===== src/rtl/cc_alu_mul_sequencer.sv =====
// cc_alu_mul_sequencer: unsigned shift-add multiplier that borrows the
// datapath ALU as its only adder and retires one multiplier bit per clock.
// Optional build macro: CC_ALUSEQ_ZERO_SHORTCUT_EN -- when defined, a zero
// operand at start acceptance completes immediately with product 0 and
// never enters RUN.
module cc_alu_mul_sequencer #(
    parameter int DATAWIDTH_BUS           = 32,
    parameter int DATAWIDTH_ALU_SELECTION = 4
) (
    input  logic                               CC_ALUSEQ_CLOCK_50,
    input  logic                               CC_ALUSEQ_RESET_InHigh,
    input  logic                               CC_ALUSEQ_start_In,
    input  logic [DATAWIDTH_BUS-1:0]           CC_ALUSEQ_multiplicand_InBus,
    input  logic [DATAWIDTH_BUS-1:0]           CC_ALUSEQ_multiplier_InBus,
    output logic                               CC_ALUSEQ_busy_Out,
    output logic                               CC_ALUSEQ_done_Out,
    output logic [2*DATAWIDTH_BUS-1:0]         CC_ALUSEQ_product_OutBus,
    output logic [DATAWIDTH_BUS-1:0]           CC_ALUSEQ_aluDataA_OutBus,
    output logic [DATAWIDTH_BUS-1:0]           CC_ALUSEQ_aluDataB_OutBus,
    output logic [DATAWIDTH_ALU_SELECTION-1:0] CC_ALUSEQ_aluSelection_OutBus,
    input  logic [DATAWIDTH_BUS-1:0]           CC_ALUSEQ_aluData_InBus,
    input  logic                               CC_ALUSEQ_aluCarry_InLow
);
    localparam int W  = DATAWIDTH_BUS;
    localparam int CW = (W > 1) ? $clog2(W) : 1;
    localparam logic [DATAWIDTH_ALU_SELECTION-1:0] SEL_PASSA = '0;
    localparam logic [DATAWIDTH_ALU_SELECTION-1:0] SEL_ADD   = DATAWIDTH_ALU_SELECTION'(4'b1000);

    typedef enum logic {IDLE, RUN} state_t;

    state_t          state, stateNext;
    logic [W-1:0]    hiReg, loReg, mReg;
    logic [CW-1:0]   cnt;
    logic            carryIn;
    logic            accept;
    logic            zeroOp;
    logic            lastIter;
    logic [DATAWIDTH_ALU_SELECTION-1:0] aluSel;

`ifdef CC_ALUSEQ_ZERO_SHORTCUT_EN
    assign zeroOp = (CC_ALUSEQ_multiplicand_InBus == '0) || (CC_ALUSEQ_multiplier_InBus == '0);
`else
    assign zeroOp = 1'b0;
`endif

    assign lastIter = (cnt == CW'(W - 1));

    // HI feeds ALU operand A and the captured multiplicand feeds operand B;
    // both sit at zero while idle because completion clears them.
    assign CC_ALUSEQ_aluDataA_OutBus     = hiReg;
    assign CC_ALUSEQ_aluDataB_OutBus     = mReg;
    assign CC_ALUSEQ_aluSelection_OutBus = aluSel;

    // State register
    always_ff @(posedge CC_ALUSEQ_CLOCK_50) begin
        if (CC_ALUSEQ_RESET_InHigh) state <= IDLE;
        else                        state <= stateNext;
    end

    // Next state, ALU opcode and the gated carry into the shift
    always_comb begin
        stateNext = state;
        aluSel    = SEL_PASSA;
        accept    = 1'b0;
        carryIn   = 1'b0;
        case (state)
            IDLE: begin
                if (CC_ALUSEQ_start_In) begin
                    accept = 1'b1;
                    if (!zeroOp) stateNext = RUN;
                end
            end
            RUN: begin
                // Carry is meaningful only when an ADD was actually issued.
                aluSel  = loReg[0] ? SEL_ADD : SEL_PASSA;
                carryIn = loReg[0] & ~CC_ALUSEQ_aluCarry_InLow;
                if (lastIter) stateNext = IDLE;
            end
            default: stateNext = IDLE;
        endcase
    end

    // Datapath: operand capture, one shift-add step per cycle, product latch
    always_ff @(posedge CC_ALUSEQ_CLOCK_50) begin
        if (CC_ALUSEQ_RESET_InHigh) begin
            hiReg                    <= '0;
            loReg                    <= '0;
            mReg                     <= '0;
            cnt                      <= '0;
            CC_ALUSEQ_product_OutBus <= '0;
            CC_ALUSEQ_busy_Out       <= 1'b0;
            CC_ALUSEQ_done_Out       <= 1'b0;
        end else begin
            CC_ALUSEQ_done_Out <= 1'b0;
            case (state)
                IDLE: begin
                    if (accept) begin
                        if (zeroOp) begin
                            CC_ALUSEQ_product_OutBus <= '0;
                            CC_ALUSEQ_done_Out       <= 1'b1;
                        end else begin
                            mReg               <= CC_ALUSEQ_multiplicand_InBus;
                            loReg              <= CC_ALUSEQ_multiplier_InBus;
                            hiReg              <= '0;
                            cnt                <= '0;
                            CC_ALUSEQ_busy_Out <= 1'b1;
                        end
                    end
                end
                RUN: begin
                    if (lastIter) begin
                        // {c, alu, LO} >> 1 lands directly in the product.
                        CC_ALUSEQ_product_OutBus <= {carryIn, CC_ALUSEQ_aluData_InBus, loReg[W-1:1]};
                        CC_ALUSEQ_done_Out       <= 1'b1;
                        CC_ALUSEQ_busy_Out       <= 1'b0;
                        hiReg                    <= '0;
                        loReg                    <= '0;
                        mReg                     <= '0;
                        cnt                      <= '0;
                    end else begin
                        hiReg <= {carryIn, CC_ALUSEQ_aluData_InBus[W-1:1]};
                        loReg <= {CC_ALUSEQ_aluData_InBus[0], loReg[W-1:1]};
                        cnt   <= cnt + CW'(1);
                    end
                end
                default: ;
            endcase
        end
    end
endmodule

===== config.mk =====
export PLATFORM = sky130hd
export DESIGN_NAME = cc_alu_mul_sequencer
export DESIGN_NICKNAME = d
export VERILOG_FILES = /design/src/rtl/cc_alu_mul_sequencer.sv
export SDC_FILE = /design/constraint.sdc
export NUM_CORES = 1
export LEC_CHECK = 0
export CAP_MARGIN = 20
export CORE_MARGIN = 10
export CORE_UTILIZATION = 45
export CTS_BUF_LIST = sky130_fd_sc_hd__clkbuf_4
export DETAILED_ROUTE_END_ITERATION = 8
export GPL_ROUTABILITY_DRIVEN = 0
export PLACE_DENSITY = 0.91
export SYNTH_ARGS = -nofsm -noshare
export SYNTH_HDL_FRONTEND = slang
export SYNTH_SLANG_ARGS = --single-unit

===== constraint.sdc =====
create_clock -name CC_ALUSEQ_CLOCK_50 -period 2.1 [get_ports CC_ALUSEQ_CLOCK_50]
set_input_delay 0.315 -clock CC_ALUSEQ_CLOCK_50 [delete_from_list [all_inputs] [get_ports CC_ALUSEQ_CLOCK_50]]
set_output_delay 0.315 -clock CC_ALUSEQ_CLOCK_50 [all_outputs]
set_load 0.03 [all_outputs]

---- After elaboration in Yosys (flattened, before gate mapping) ----
Cells that the tools add are included.
operators by class
  $add $sub $neg .......................... 1
  bitwise logic cells ..................... 3
  equality and inequality tests ........... 3
  reduce and logical (&&, ||, !) cells .... 2
  muxes and demuxes ....................... 25
operator list
  operator                                                                 count
  32-bit 2-to-1 mux                                                        6
  32-bit case mux with 2 select lines                                      3
  64-bit 2-to-1 mux                                                        2
  5-bit 2-to-1 mux                                                         2
  5-bit case mux with 2 select lines                                       1
  4-bit 2-to-1 mux                                                         2
  1-bit 2-to-1 mux                                                         6
  1-bit case mux with 2 select lines                                       3
  5-bit by 1-bit adder with 5-bit output, second input constant            1
  5-bit == test, second input constant                                     1
  2-bit AND reduction                                                      2
  2-bit by 1-bit inequality test with 1-bit output, second input constant  1
  2-bit inequality test, second input constant                             1
  1-bit inverter                                                           2
  1-bit bitwise AND                                                        1
word-level totals
  output and inout port bits .............. 134
  bits in registers ....................... 168
  word-level logic and storage cells ...... 42

---- Longest topological paths before layout ----
Gate-level depths: netlist (run 1).
  depth after elaboration ................. 4
  depth in mapped cells ................... 8

---- Least setup slack after synthesis (run 1) ----
Ideal clock, no wire load.
  path type ............................... register -> register
  start ................................... register cnt[0]
  end ..................................... register cnt[3]
  arrival ................................. 1,736 ps
  period minus slack after synthesis ...... 1,810 ps
  cell stages (with the launch flop) ...... 8
  required time ........................... 2,026 ps
  path slack .............................. 290 ps
  path through ............................ dfxtp_1 ha_1 and3_1 ha_1 clkbuf_1 and2b_1 or3b_1 a31oi_1
between the ends
  word-level cells in the longest chain between the ends .. 3
  elaborated cells on any way between the ends .. 4
RTL lines
  item                                                                     line     text
  from (decl)                                                              33       logic [CW-1:0] cnt;
  from (signal assigned)                                                   123      cnt <= cnt + CW'(1);
  5-bit by 1-bit adder with 5-bit output or 5-bit == test (tied branches)  123, 46
  5-bit 2-to-1 mux *                                                       111      if (lastIter) begin
  5-bit case mux with 2 select lines *                                     95       case (state)
Every way passes the cells marked *; elsewhere a longest branch is shown, timed or not.
A chain may end at the register's enable or synchronous reset.

---- Final worst setup path (run 1) ----
  start ................................... register mReg[22], in the netlist CC_ALUSEQ_aluDataB_OutBus[22]
  end ..................................... output port CC_ALUSEQ_aluDataB_OutBus[22]
RTL lines
  item                    line  text
  from (decl)             32    logic [W-1:0] hiReg, loReg, mReg;
  from (signal assigned)  102   mReg <= CC_ALUSEQ_multiplicand_InBus;
  to (decl)               19    output logic [DATAWIDTH_BUS-1:0] CC_ALUSEQ_aluDataB_OutBus,
No word-level cell between the ends.

==> impl_metrics.json, run 1 <==
{
  "timing.hold.ws_ns": 0.129,
  "max_freq_mhz": 508,
  "sw_frac_of_total_pct": 25.4,
  "fp.dieH_um": 135,
  "hold_buffers": 0,
  "drc": 0,
  "wl_per_cell_um": 18.2,
  "grt_pass1_vias": 5292,
  "cap_violations": 0,
  "netlist_top_cells_area": "dfxtp_1, a22o_1, a22oi_1, nor2_1, mux2i_1",
  "setup_violations": 0,
  "critPathBufInv": 1,
  "layout.nets": 894,
  "worst_pin_slew_ns": 0.534,
  "ios": 234,
  "post_drt_via_cell_ratio": 5.28,
  "dp_hpwl_mm": 12.7,
  "grt.total_usage_pct": 19.1,
  "dieArea_sq_um": 18300,
  "coreArea_sq_um": 13100,
  "worst_setup_path_end_kind": "output pin",
  "cp-start-kind": "flip-flop",
  "cp.arrival_ns": 1.66,
  "grt_start_max_net_pins": 44,
  "drt_iter0_markers": 374,
  "mostFrequentLayoutCells": "clkdlybuf4s50_1, dfxtp_1, nor2_1",
  "net-switching-power_w": 0.00160,
  "wl_met1_mm": 7.11,
  "synth_area_sq_um": 5990,
  "synthAdderAreaFrac_pct": 0.627,
  "route.vias.total": 5171,
  "status": "completed",
  "synth-simple-area-share_pct": 10.2,
  "io_buffers": 230,
  "highest-signal-layer": "met4",
  "power_frac_comb_pct": 14.0,
  "rsz0062_at_grt": "false",
  "finalCriticalPeriod_ns": 1.97,
  "tns_ns": 0,
  "finalCritPeriodShare_pct": 93.8,
  "cts_setup_buffers": 0,
  "drtAntennaViolNets": 0,
  "regToRegSetupSlack_ns": 0.25,
  "p_leak_nw": 3.33,
  "irDropWorstVdd_mv": 0.779,
  "clock_latency_ns": 0.55,
  "cts-root-buf": "clkbuf_4",
  "clkTransAtPathRegs_ns": 0.13,
  "synthXorXnorAreaFrac_pct": 0,
  "final_common_cell": "clkdlybuf4s50_1",
  "finalMaxSlewViolations": 0,
  "relSlewSlack_pct": 64.4,
  "crit_fanout": 2,
  "area_growth_pct": 46.2,
  "antenna_found_initial": 0,
  "route.met3.wl_mm": 2.00,
  "dr_wl_met2_mm": 8.43,
  "initial_core_util_pct": 45.6,
  "totalWireLength_mm": 17.8,
  "pwr-share-seq_pct": 53.7,
  "cts_sinks": 168,
  "final_layout_size_suffix_gt1_share_pct": 6.97,
  "numCtsBuffers": 17,
  "dr.pass1.iters": 5,
  "ctsHtreeMaxLevel": 4,
  "hold_viol": 0,
  "die_w_um": 135,
  "worstPathCellList": "clkdlybuf4s50_1",
  "synth_compound_area_share_pct": 22.7,
  "ctsResizeCount": 0,
  "diodes": 0,
  "hold_path_class": "input port to flip-flop",
  "synth_top_cell_area_share_pct": 56.1,
  "max_stage_delay_ns": 0.71,
  "critical_path.top_delay_family": "buffers and inverters",
  "crit_required_ns": 1.78,
  "skew_ns": 0.0160,
  "yosysUniqueCellTypes": 26,
  "grt_overflow": 0,
  "syn_inst": 582,
  "synth_top_family_by_area": "compound AO/OA/AOI/OAI gates",
  "p_clk_share_pct": 32.3,
  "rows": 42,
  "ys_warn_count": 0,
  "power_w": 0.00628,
  "grt_pass1_wl_mm": 28.0,
  "synth_seq_area_share_pct": 56.1,
  "avgSynthCellArea_sq_um": 10.3,
  "slowest_stage": "clkdlybuf4s50_1",
  "powerDensity_nw_per_um2": 716,
  "synth_top_area_cell": "dfxtp_1",
  "p_int_w": 0.00468,
  "cts_tree": "built",
  "path_class": "flip-flop to output pin",
  "ys_ff_latch": 168,
  "synth.mux.area_fraction_pct": 5.68,
  "cts_buffer_depth": 2
}
[power groups by stage]
stage | Sequential, W | Clock [W] | Combinational [W]
2_1_floorplan | 0.00354 | 0 | 0.000355
3_3_place_gp | 0.00344 | 0 | 0.000867
3_5_place_dp | 0.00344 | 0 | 0.000881
4_1_cts | 0.00337 | 0.00209 | 0.000885
5_1_grt | 0.00339 | 0.00221 | 0.000947
6_report | 0.00337 | 0.00203 | 0.000879
[worst register-to-register path, cell delays in order (launching register included)]
cell	delay, ns
dfxtp_1	0.38
ha_1	0.19
and3_1	0.19
ha_1	0.27
nand2_1	0.12
nor2_4	0.16
buf_4	0.31
a22o_1	0.18
[synthesized netlist by cell type]
cell type,count
a21oi_1,5
a22o_1,64
a22oi_1,64
a31oi_1,1
and2_1,1
and2b_1,1
and3_1,1
buf_1,1
buf_2,30
buf_4,4
buf_6,1
clkbuf_1,22
conb_1,1
dfxtp_1,168
ha_1,3
mux2i_1,34
nand2_1,35
nand3_1,2
nand3b_1,1
nor2_1,101
nor2_2,1
nor2b_1,4
nor3b_1,3
o21ai_0,1
o22a_1,32
or3b_1,1
[worst paths after layout]
path | start | endpoint | depth (start not counted)
worst min register to register | CC_ALUSEQ_product_OutBus[55] | CC_ALUSEQ_product_OutBus[55] | 1
worst min-delay path | CC_ALUSEQ_RESET_InHigh | CC_ALUSEQ_aluDataB_OutBus[11] | 2
worst max register to register | cnt[0] | CC_ALUSEQ_product_OutBus[24] | 7
worst max-delay path | CC_ALUSEQ_aluDataB_OutBus[22] | CC_ALUSEQ_aluDataB_OutBus[22] | 1
[routing by layer]
layer	up-vias	global-route usage, %
li1	2505	-
met1	2431	21.6
met2	214	30.1
met3	21	9.79
met4	0	7.00
met5	-	0
[cell families after synthesis]
kind of cell | count (synthesis)
compound gates | 167
fa+ha+maj | 3
buf+inv | 58
flops | 168
mux | 34
other cells | 1
simple gates | 151
[registers in the layout, indices dropped and copies added, names as in the netlist]
name	flops
state	1
CC_ALUSEQ_aluDataB_OutBus	32
CC_ALUSEQ_busy_Out	1
loReg	32
CC_ALUSEQ_done_Out	1
CC_ALUSEQ_product_OutBus	64
cnt	5
CC_ALUSEQ_aluDataA_OutBus	32
[stage by stage]
step           cells  setup WS [ns]  utilization, %  cell area, sq um
2_1_floorplan    584          0.290               -              6000
3_3_place_gp     948          0.325            64.3              8440
3_5_place_dp     948          0.268            64.3              8440
4_1_cts          979         0.0619            66.7              8760
5_1_grt          979        0.00213            66.7              8760
6_report         979          0.130            66.7              8760
[final cells by class]
type                            instances  area (sq um)
Clock buffer                           18           135
Fill cell                            1009          4380
Tap cell                              176           220
Multi-Input combinational cell        358          2380
Sequential cell                       168          3360
Clock inverter                         13           180
Timing Repair Buffer                  246          2470
(Power assumes the default switching activity.)
==> run 2, diff against run 1 <==
--- a/config.mk
+++ b/config.mk
@@ -5,6 +5,7 @@
 export SDC_FILE = /design/constraint.sdc
 export NUM_CORES = 1
 export LEC_CHECK = 0
+export ABC_CLOCK_PERIOD_IN_PS = 2100
 export CAP_MARGIN = 20
 export CORE_MARGIN = 10
 export CORE_UTILIZATION = 45
@@ -12,6 +13,7 @@
 export DETAILED_ROUTE_END_ITERATION = 8
 export GPL_ROUTABILITY_DRIVEN = 0
 export PLACE_DENSITY = 0.91
+export SKIP_LAST_GASP = 1
 export SYNTH_ARGS = -nofsm -noshare
 export SYNTH_HDL_FRONTEND = slang
 export SYNTH_SLANG_ARGS = --single-unit
==> results of run 2 <==
Final layout, timing and power as in run 1 (identical DEF).
==> run 3, diff against run 2 <==
--- a/config.mk
+++ b/config.mk
@@ -13,7 +13,6 @@
 export DETAILED_ROUTE_END_ITERATION = 8
 export GPL_ROUTABILITY_DRIVEN = 0
 export PLACE_DENSITY = 0.91
-export SKIP_LAST_GASP = 1
 export SYNTH_ARGS = -nofsm -noshare
 export SYNTH_HDL_FRONTEND = slang
 export SYNTH_SLANG_ARGS = --single-unit
==> results of run 3 <==
Final layout, timing and power as in run 1 (identical DEF).
